--- config.mk ---
export PLATFORM = sky130hd
export DESIGN_NAME = uart_rx_apb_poller
export DESIGN_NICKNAME = d
export VERILOG_FILES = /design/src/rtl/uart_rx_apb_pkg.sv /design/src/rtl/uart_rx_byte_fifo.sv /design/src/rtl/uart_rx_apb_poller.sv
export SDC_FILE = /design/constraint.sdc
export NUM_CORES = 1
export LEC_CHECK = 0
export CAP_MARGIN = 5
export CORE_MARGIN = 4
export CORE_UTILIZATION = 48
export CTS_CLUSTER_SIZE = 14
export DETAILED_ROUTE_END_ITERATION = 16
export PLACE_DENSITY = 0.84
export SKIP_CTS_REPAIR_TIMING = 1
export SYNTH_ARGS = -nofsm -noshare
export SYNTH_HDL_FRONTEND = slang
export SYNTH_SLANG_ARGS = --single-unit
--- constraint.sdc ---
create_clock -name clk -period 3.37 [get_ports clk]
set_input_delay 0.5055 -clock clk [delete_from_list [all_inputs] [get_ports clk]]
set_output_delay 0.5055 -clock clk [all_outputs]
set_load 0.05 [all_outputs]
--- src/rtl/uart_rx_apb_pkg.sv ---
// rtl/uart_rx_apb_pkg.sv - register map, error codes and FSM enums for the UART RX APB poller
package uart_rx_apb_pkg;

    localparam logic [2:0] ADDR_STATUS = 3'd0;
    localparam logic [2:0] ADDR_ERROR  = 3'd1;
    localparam logic [2:0] ADDR_BP0    = 3'd2;
    localparam logic [2:0] ADDR_BP1    = 3'd3;
    localparam logic [2:0] ADDR_DSIZE  = 3'd4;
    localparam logic [2:0] ADDR_DATA   = 3'd6;

    localparam logic [7:0] ERR_FRAMING = 8'h01;
    localparam logic [7:0] ERR_OVERRUN = 8'h02;

    typedef enum logic [1:0] {
        ST_IDLE,
        ST_SETUP,
        ST_ACCESS,
        ST_GAP
    } state_e;

    typedef enum logic [2:0] {
        OP_WR_BP0,
        OP_WR_BP1,
        OP_WR_DS,
        OP_RD_STAT,
        OP_RD_ERR,
        OP_RD_DATA
    } op_e;

endpackage

--- src/rtl/uart_rx_byte_fifo.sv ---
// rtl/uart_rx_byte_fifo.sv - first-word-fall-through byte FIFO, power-of-two depth
module uart_rx_byte_fifo #(
    parameter int DEPTH = 4
) (
    input  logic                     clk,
    input  logic                     n_rst,
    input  logic                     push,
    input  logic [7:0]               wdata,
    input  logic                     pop,
    output logic [7:0]               rdata,
    output logic                     full,
    output logic                     empty,
    output logic [$clog2(DEPTH):0]   count
);
    localparam int AW = $clog2(DEPTH);
    localparam logic [AW-1:0] PTR_ONE  = 1;
    localparam logic [AW:0]   CNT_ONE  = 1;
    localparam logic [AW:0]   CNT_FULL = (AW+1)'(DEPTH);

    logic [7:0]    mem_q [DEPTH];
    logic [AW-1:0] wptr_q, rptr_q;
    logic [AW:0]   count_q;
    logic          do_push, do_pop;

    assign empty   = (count_q == '0);
    assign full    = (count_q == CNT_FULL);
    assign count   = count_q;
    assign do_push = push && !full;
    assign do_pop  = pop && !empty;
    assign rdata   = empty ? 8'h00 : mem_q[rptr_q];

    always_ff @(posedge clk or negedge n_rst) begin
        if (!n_rst) begin
            for (int i = 0; i < DEPTH; i++) mem_q[i] <= 8'h00;
            wptr_q  <= '0;
            rptr_q  <= '0;
            count_q <= '0;
        end else begin
            if (do_push) begin
                mem_q[wptr_q] <= wdata;
                wptr_q        <= wptr_q + PTR_ONE;
            end
            if (do_pop) rptr_q <= rptr_q + PTR_ONE;
            case ({do_push, do_pop})
                2'b10:   count_q <= count_q + CNT_ONE;
                2'b01:   count_q <= count_q - CNT_ONE;
                default: count_q <= count_q;
            endcase
        end
    end

endmodule

--- src/rtl/uart_rx_apb_poller.sv ---
// rtl/uart_rx_apb_poller.sv - APB master that configures the UART RX and drains bytes into a FIFO
// UART_RX_POLL_ERR_EN: read the error register per byte, keep sticky err_flags, drop errored bytes.
module uart_rx_apb_poller
    import uart_rx_apb_pkg::*;
#(
    parameter int FIFO_DEPTH = 4,
    parameter int POLL_GAP   = 4
) (
    input  logic        clk,
    input  logic        n_rst,
    input  logic        start,
    input  logic        enable,
    input  logic [13:0] cfg_bit_period,
    input  logic [3:0]  cfg_data_size,
    output logic        psel,
    output logic        penable,
    output logic        pwrite,
    output logic [2:0]  paddr,
    output logic [7:0]  pwdata,
    input  logic [7:0]  prdata,
    input  logic        pslverr,
    output logic [7:0]  fifo_rdata,
    output logic        fifo_empty,
    input  logic        fifo_pop,
    output logic        busy,
    output logic        cfg_done,
    output logic        slverr_flag,
    output logic [1:0]  err_flags
);
    localparam int GW = $clog2(POLL_GAP + 1);
    localparam logic [GW-1:0] GAP_LAST = GW'(POLL_GAP - 1);
    localparam logic [GW-1:0] GAP_ONE  = 1;
    localparam logic [$clog2(FIFO_DEPTH):0] FIFO_CAP = ($clog2(FIFO_DEPTH)+1)'(FIFO_DEPTH);

    state_e        state_q, state_d;
    op_e           op_q, op_d;
    logic [13:0]   bp_q, bp_d;
    logic [3:0]    ds_q, ds_d;
    logic          cfg_done_q, cfg_done_d;
    logic          slverr_q, slverr_d;
    logic [1:0]    err_q, err_d;
    logic          drop_q, drop_d;
    logic [GW-1:0] gap_q, gap_d;
    logic          push_req;
    logic          fifo_full;
    logic [$clog2(FIFO_DEPTH):0] fifo_count;

    uart_rx_byte_fifo #(.DEPTH(FIFO_DEPTH)) u_fifo (
        .clk   (clk),
        .n_rst (n_rst),
        .push  (push_req && !fifo_full),
        .wdata (prdata),
        .pop   (fifo_pop),
        .rdata (fifo_rdata),
        .full  (fifo_full),
        .empty (fifo_empty),
        .count (fifo_count)
    );

    assign busy        = (state_q != ST_IDLE);
    assign cfg_done    = cfg_done_q;
    assign slverr_flag = slverr_q;
    assign err_flags   = err_q;

    always_ff @(posedge clk or negedge n_rst) begin
        if (!n_rst) begin
            state_q    <= ST_IDLE;
            op_q       <= OP_WR_BP0;
            bp_q       <= '0;
            ds_q       <= '0;
            cfg_done_q <= 1'b0;
            slverr_q   <= 1'b0;
            err_q      <= '0;
            drop_q     <= 1'b0;
            gap_q      <= '0;
        end else begin
            state_q    <= state_d;
            op_q       <= op_d;
            bp_q       <= bp_d;
            ds_q       <= ds_d;
            cfg_done_q <= cfg_done_d;
            slverr_q   <= slverr_d;
            err_q      <= err_d;
            drop_q     <= drop_d;
            gap_q      <= gap_d;
        end
    end

    always_comb begin
        state_d    = state_q;
        op_d       = op_q;
        bp_d       = bp_q;
        ds_d       = ds_q;
        cfg_done_d = cfg_done_q;
        slverr_d   = slverr_q;
        err_d      = err_q;
        drop_d     = drop_q;
        gap_d      = '0;
        push_req   = 1'b0;
        psel       = 1'b0;
        penable    = 1'b0;
        pwrite     = 1'b0;
        paddr      = 3'd0;
        pwdata     = 8'h00;

        // Bus lines are only driven during a transfer so idle/reset shows all zeros.
        if (state_q == ST_SETUP || state_q == ST_ACCESS) begin
            psel    = 1'b1;
            penable = (state_q == ST_ACCESS);
            case (op_q)
                OP_WR_BP0:  begin pwrite = 1'b1; paddr = ADDR_BP0;   pwdata = bp_q[7:0]; end
                OP_WR_BP1:  begin pwrite = 1'b1; paddr = ADDR_BP1;   pwdata = {2'b00, bp_q[13:8]}; end
                OP_WR_DS:   begin pwrite = 1'b1; paddr = ADDR_DSIZE; pwdata = {4'h0, ds_q}; end
                OP_RD_STAT: paddr = ADDR_STATUS;
                OP_RD_ERR:  paddr = ADDR_ERROR;
                default:    paddr = ADDR_DATA;
            endcase
        end

        case (state_q)
            ST_IDLE: begin
                if (start) begin
                    bp_d       = cfg_bit_period;
                    ds_d       = cfg_data_size;
                    cfg_done_d = 1'b0;
                    slverr_d   = 1'b0;
                    err_d      = '0;
                    op_d       = OP_WR_BP0;
                    state_d    = ST_SETUP;
                end
            end
            ST_SETUP: state_d = ST_ACCESS;
            ST_ACCESS: begin
                if (pslverr) begin
                    slverr_d = 1'b1;
                    state_d  = pwrite ? ST_IDLE : ST_GAP;
                end else begin
                    case (op_q)
                        OP_WR_BP0: begin op_d = OP_WR_BP1; state_d = ST_SETUP; end
                        OP_WR_BP1: begin op_d = OP_WR_DS;  state_d = ST_SETUP; end
                        OP_WR_DS: begin
                            cfg_done_d = 1'b1;
                            state_d    = ST_GAP;
                        end
                        OP_RD_STAT: begin
                            if (prdata[0]) begin
                                drop_d  = 1'b0;
`ifdef UART_RX_POLL_ERR_EN
                                op_d    = OP_RD_ERR;
`else
                                op_d    = OP_RD_DATA;
`endif
                                state_d = ST_SETUP;
                            end else begin
                                state_d = ST_GAP;
                            end
                        end
                        OP_RD_ERR: begin
                            err_d   = err_q | {|(prdata & ERR_OVERRUN), |(prdata & ERR_FRAMING)};
                            drop_d  = |prdata;
                            op_d    = OP_RD_DATA;
                            state_d = ST_SETUP;
                        end
                        default: begin
                            push_req = !drop_q;
                            state_d  = ST_GAP;
                        end
                    endcase
                end
            end
            default: begin
                // Counter saturates at GAP_LAST so a full FIFO simply holds here.
                if (gap_q != GAP_LAST) begin
                    gap_d = gap_q + GAP_ONE;
                end else begin
                    gap_d = gap_q;
                    if (!enable) begin
                        state_d = ST_IDLE;
                    end else if (fifo_count < FIFO_CAP) begin
                        op_d    = OP_RD_STAT;
                        state_d = ST_SETUP;
                    end
                end
            end
        endcase
    end

endmodule
==> metrics.txt, run 1 <==
top-count cell post-synth=dfrtp_1; EDFF count, synth=0; FFs w/ async S/R, synth=100%; CTS tree=built; share of the synthesized area in the top cell type=49.2%; outcome=complete, no violations; total CTS buffers=9; setup tns final=0 ns; setup ws final=0.242 ns; setup repair after global routing missed its margin=false; Final Hold Fails=0; fin. max-slew vios=0; Initial Util=49.4%; Slowest cell on crit path=clkdlybuf4s50_1; Vias=2433; # placed instances=440; FP Rows=31; number of buffers and inverters on the critical path=2; Die H=94.1 microns; Max FO, Critical Path=8; DP Worst Slack=0.617 ns; delay-heaviest family, CP=buffers and inverters; cell count after synthesis=288; Worst setup EP type=output port; Synth Warn #=0; root buf cell=clkbuf_8; Overflow after GRT=0; fin area=4420 sq um; I/O Buffers=59; vias in the first global route=2485; initial antenna violation count=0; clock-pin transition on the worst setup and hold timing paths=0.07 ns; Synth Flop Type=dfrtp_1; worst-skew pair later-pin latency=0.35 ns; setup violators final=0; CP startpoint kind=flop; gr usage total=18.0%; syn_area_per_cell=12.4 sq um; DR iter-0 viols=217; Detail Route Antenna Nets=0; Detailed Place HPWL=5.34 mm; Non-Filler Instances=455; area grow syn2layout=24.1%; CORE AREA=7210 sq um; register area share after synthesis=49.2%; crit-path max cell delay=0.85 ns; Yosys top cell by area=dfrtp_1; total iterations of the first detailed-routing run=4; crit-path cells=inv_1 > ha_1 > nand2_1 > nor3b_1 > clkdlybuf4s50_1; distinct cell type count after synthesis=45; WL final=7.47 mm; H-tree Lvls=3; Hold Path Class=in2async; I/O pins=60; register bit count reported by yosys=70; Die Area=8860 sq um; Pwr per Cell Area=964 nW/um^2; Slew Limit Headroom=46.9%; Fin Clk Skew=0.00821 ns; Crit path required time=2.86 ns; Synth Net Count=333; post-DR vias/cell=5.35; P_leak=0.00203 uW; nets@finish=397; clock sink count=70; Wirelength per Cell=16.4 microns; top post-synthesis cells by area=dfrtp_1 (49%), mux2_2 (15%), mux4_2 (5.1%); Post-synth top cells=dfrtp_1 (70), mux2_2 (47), nor2_1 (20), a21oi_1 (18), inv_1 (16); cell area after synthesis=3560 sq um; Final period util=92.8%; Worst Path Arrival=2.62 ns; Worst Tran Pin Value=0.794 ns; largest net degree at the start of global routing=71; global-route wire length before repair=12.2 mm; diodes inserted=0; # Max-Cap Violations=0; residual DRC count=0; share of cells above drive strength 1=23.6%; GP Congestion=0.871; filler cell count=593; WS Path Type=reg2out; Final Critical Period=3.13 ns; Longest Clk Path Bufs=2; fmax=320 MHz; Die X=94.1 microns; Worst VDD drop=0.000449 V; DP Area=4260 sq um
## registers in the layout, indices dropped and copies added, names as in the netlist
name and cells:
op_q 3, slverr_flag 1, u_fifo.count 3, drop_q 1, bp_q 14, cfg_done 1, u_fifo.rptr_q 2, gap_q 3
ds_q 4, err_flags 2, u_fifo.wptr_q 2, state_q 2, u_fifo.mem_q 32
## cell usage in the layout, fill, tap and decap left out, drive strengths merged, types with 2 or more instances in the layout
cell type,n
nand2,12
clkbuf,11
xor2,5
mux4,8
buf,4
inv,16
mux2,51
clkinv,2
nand2b,4
a21oi,18
nor2,21
and3,2
o211ai,2
o21a,2
nor2b,11
xnor2,3
o21ai,8
nor4,3
nor3,2
clkinvlp,2
dfrtp,70
o22ai,2
mux2i,8
nor3b,4
clkdlybuf4s50,58
ha,12
## path summary, 6_finish.rpt
path	from	to	slack, ns	depth (start not counted)
worst max-delay path	state_q[0]$_DFFE_PN0P_	pwdata[7]	0.24	5
min in group clk	bp_q[7]$_DFFE_PN0P_	bp_q[7]$_DFFE_PN0P_	0.51	1
worst max register to register	state_q[0]$_DFFE_PN0P_	u_fifo.count[2]$_DFFE_PN0P_	1.03	11
worst min-delay path	n_rst	u_fifo.mem_q[7]$_DFFE_PN0P_	0.17	2
max in group asynchronous	n_rst	ds_q[2]$_DFFE_PN0P_	2.90	2
worst min register to register	bp_q[7]$_DFFE_PN0P_	bp_q[7]$_DFFE_PN0P_	0.51	1
## power breakdown
part	switching (uW)	internal, uW	total, uW
clock	306	261	567
sequential	316	1180	1490
combinational	1240	960	2200
## per-layer routing
layer | track usage [%] | vias up | share of wire [%]
met2 | 28.0 | 73 | 50
met3 | 2.96 | 16 | 4.2
met1 | 24.0 | 1197 | 43
met5 | 0 | - | 0
li1 | - | 1147 | -
met4 | 9.63 | 0 | 2.6
## cells by family after synthesis
family,synth area share (%)
flip-flops,49.2
multiplexers,23.6
AND/OR/NAND/NOR,10.8
AO/OA/AOI/OAI,6.78
buffers and inverters,2.88
adder cells (fa/ha/maj),4.78
XOR/XNOR,1.97
## metrics by stage
| stage | hold WS, ns | utilization [%] | power [uW] |
|---|---|---|---|
| after detailed placement | 0.489 | 59.1 | 3700 |
| after CTS | 0.178 | 61.3 | 4290 |
| after floorplan | 0.210 | - | 3080 |
| after global placement | 0.471 | 59.1 | 3640 |
| after global routing | 0.197 | 61.3 | 4520 |
| final | 0.174 | 61.3 | 4260 |
## final cells by class
type                            count  area [sq um]  area share [%]
Multi-Input combinational cell    193          1710            38.6
Inverter                           16          60.1            1.36
Clock buffer                       11           131            2.97
Clock inverter                      4          25.0           0.566
Tap cell                           99           124            2.80
Sequential cell                    70          1750            39.6
Timing Repair Buffer               62           621            14.0
(Power assumes the default switching activity.)
==> run 2: changes to the inputs <==
--- a/config.mk
+++ b/config.mk
@@ -5,6 +5,7 @@
 export SDC_FILE = /design/constraint.sdc
 export NUM_CORES = 1
 export LEC_CHECK = 0
+export ABC_CLOCK_PERIOD_IN_PS = 3370
 export CAP_MARGIN = 5
 export CORE_MARGIN = 4
 export CORE_UTILIZATION = 48
==> results of run 2 <==
Final layout, timing and power as in run 1 (identical DEF).
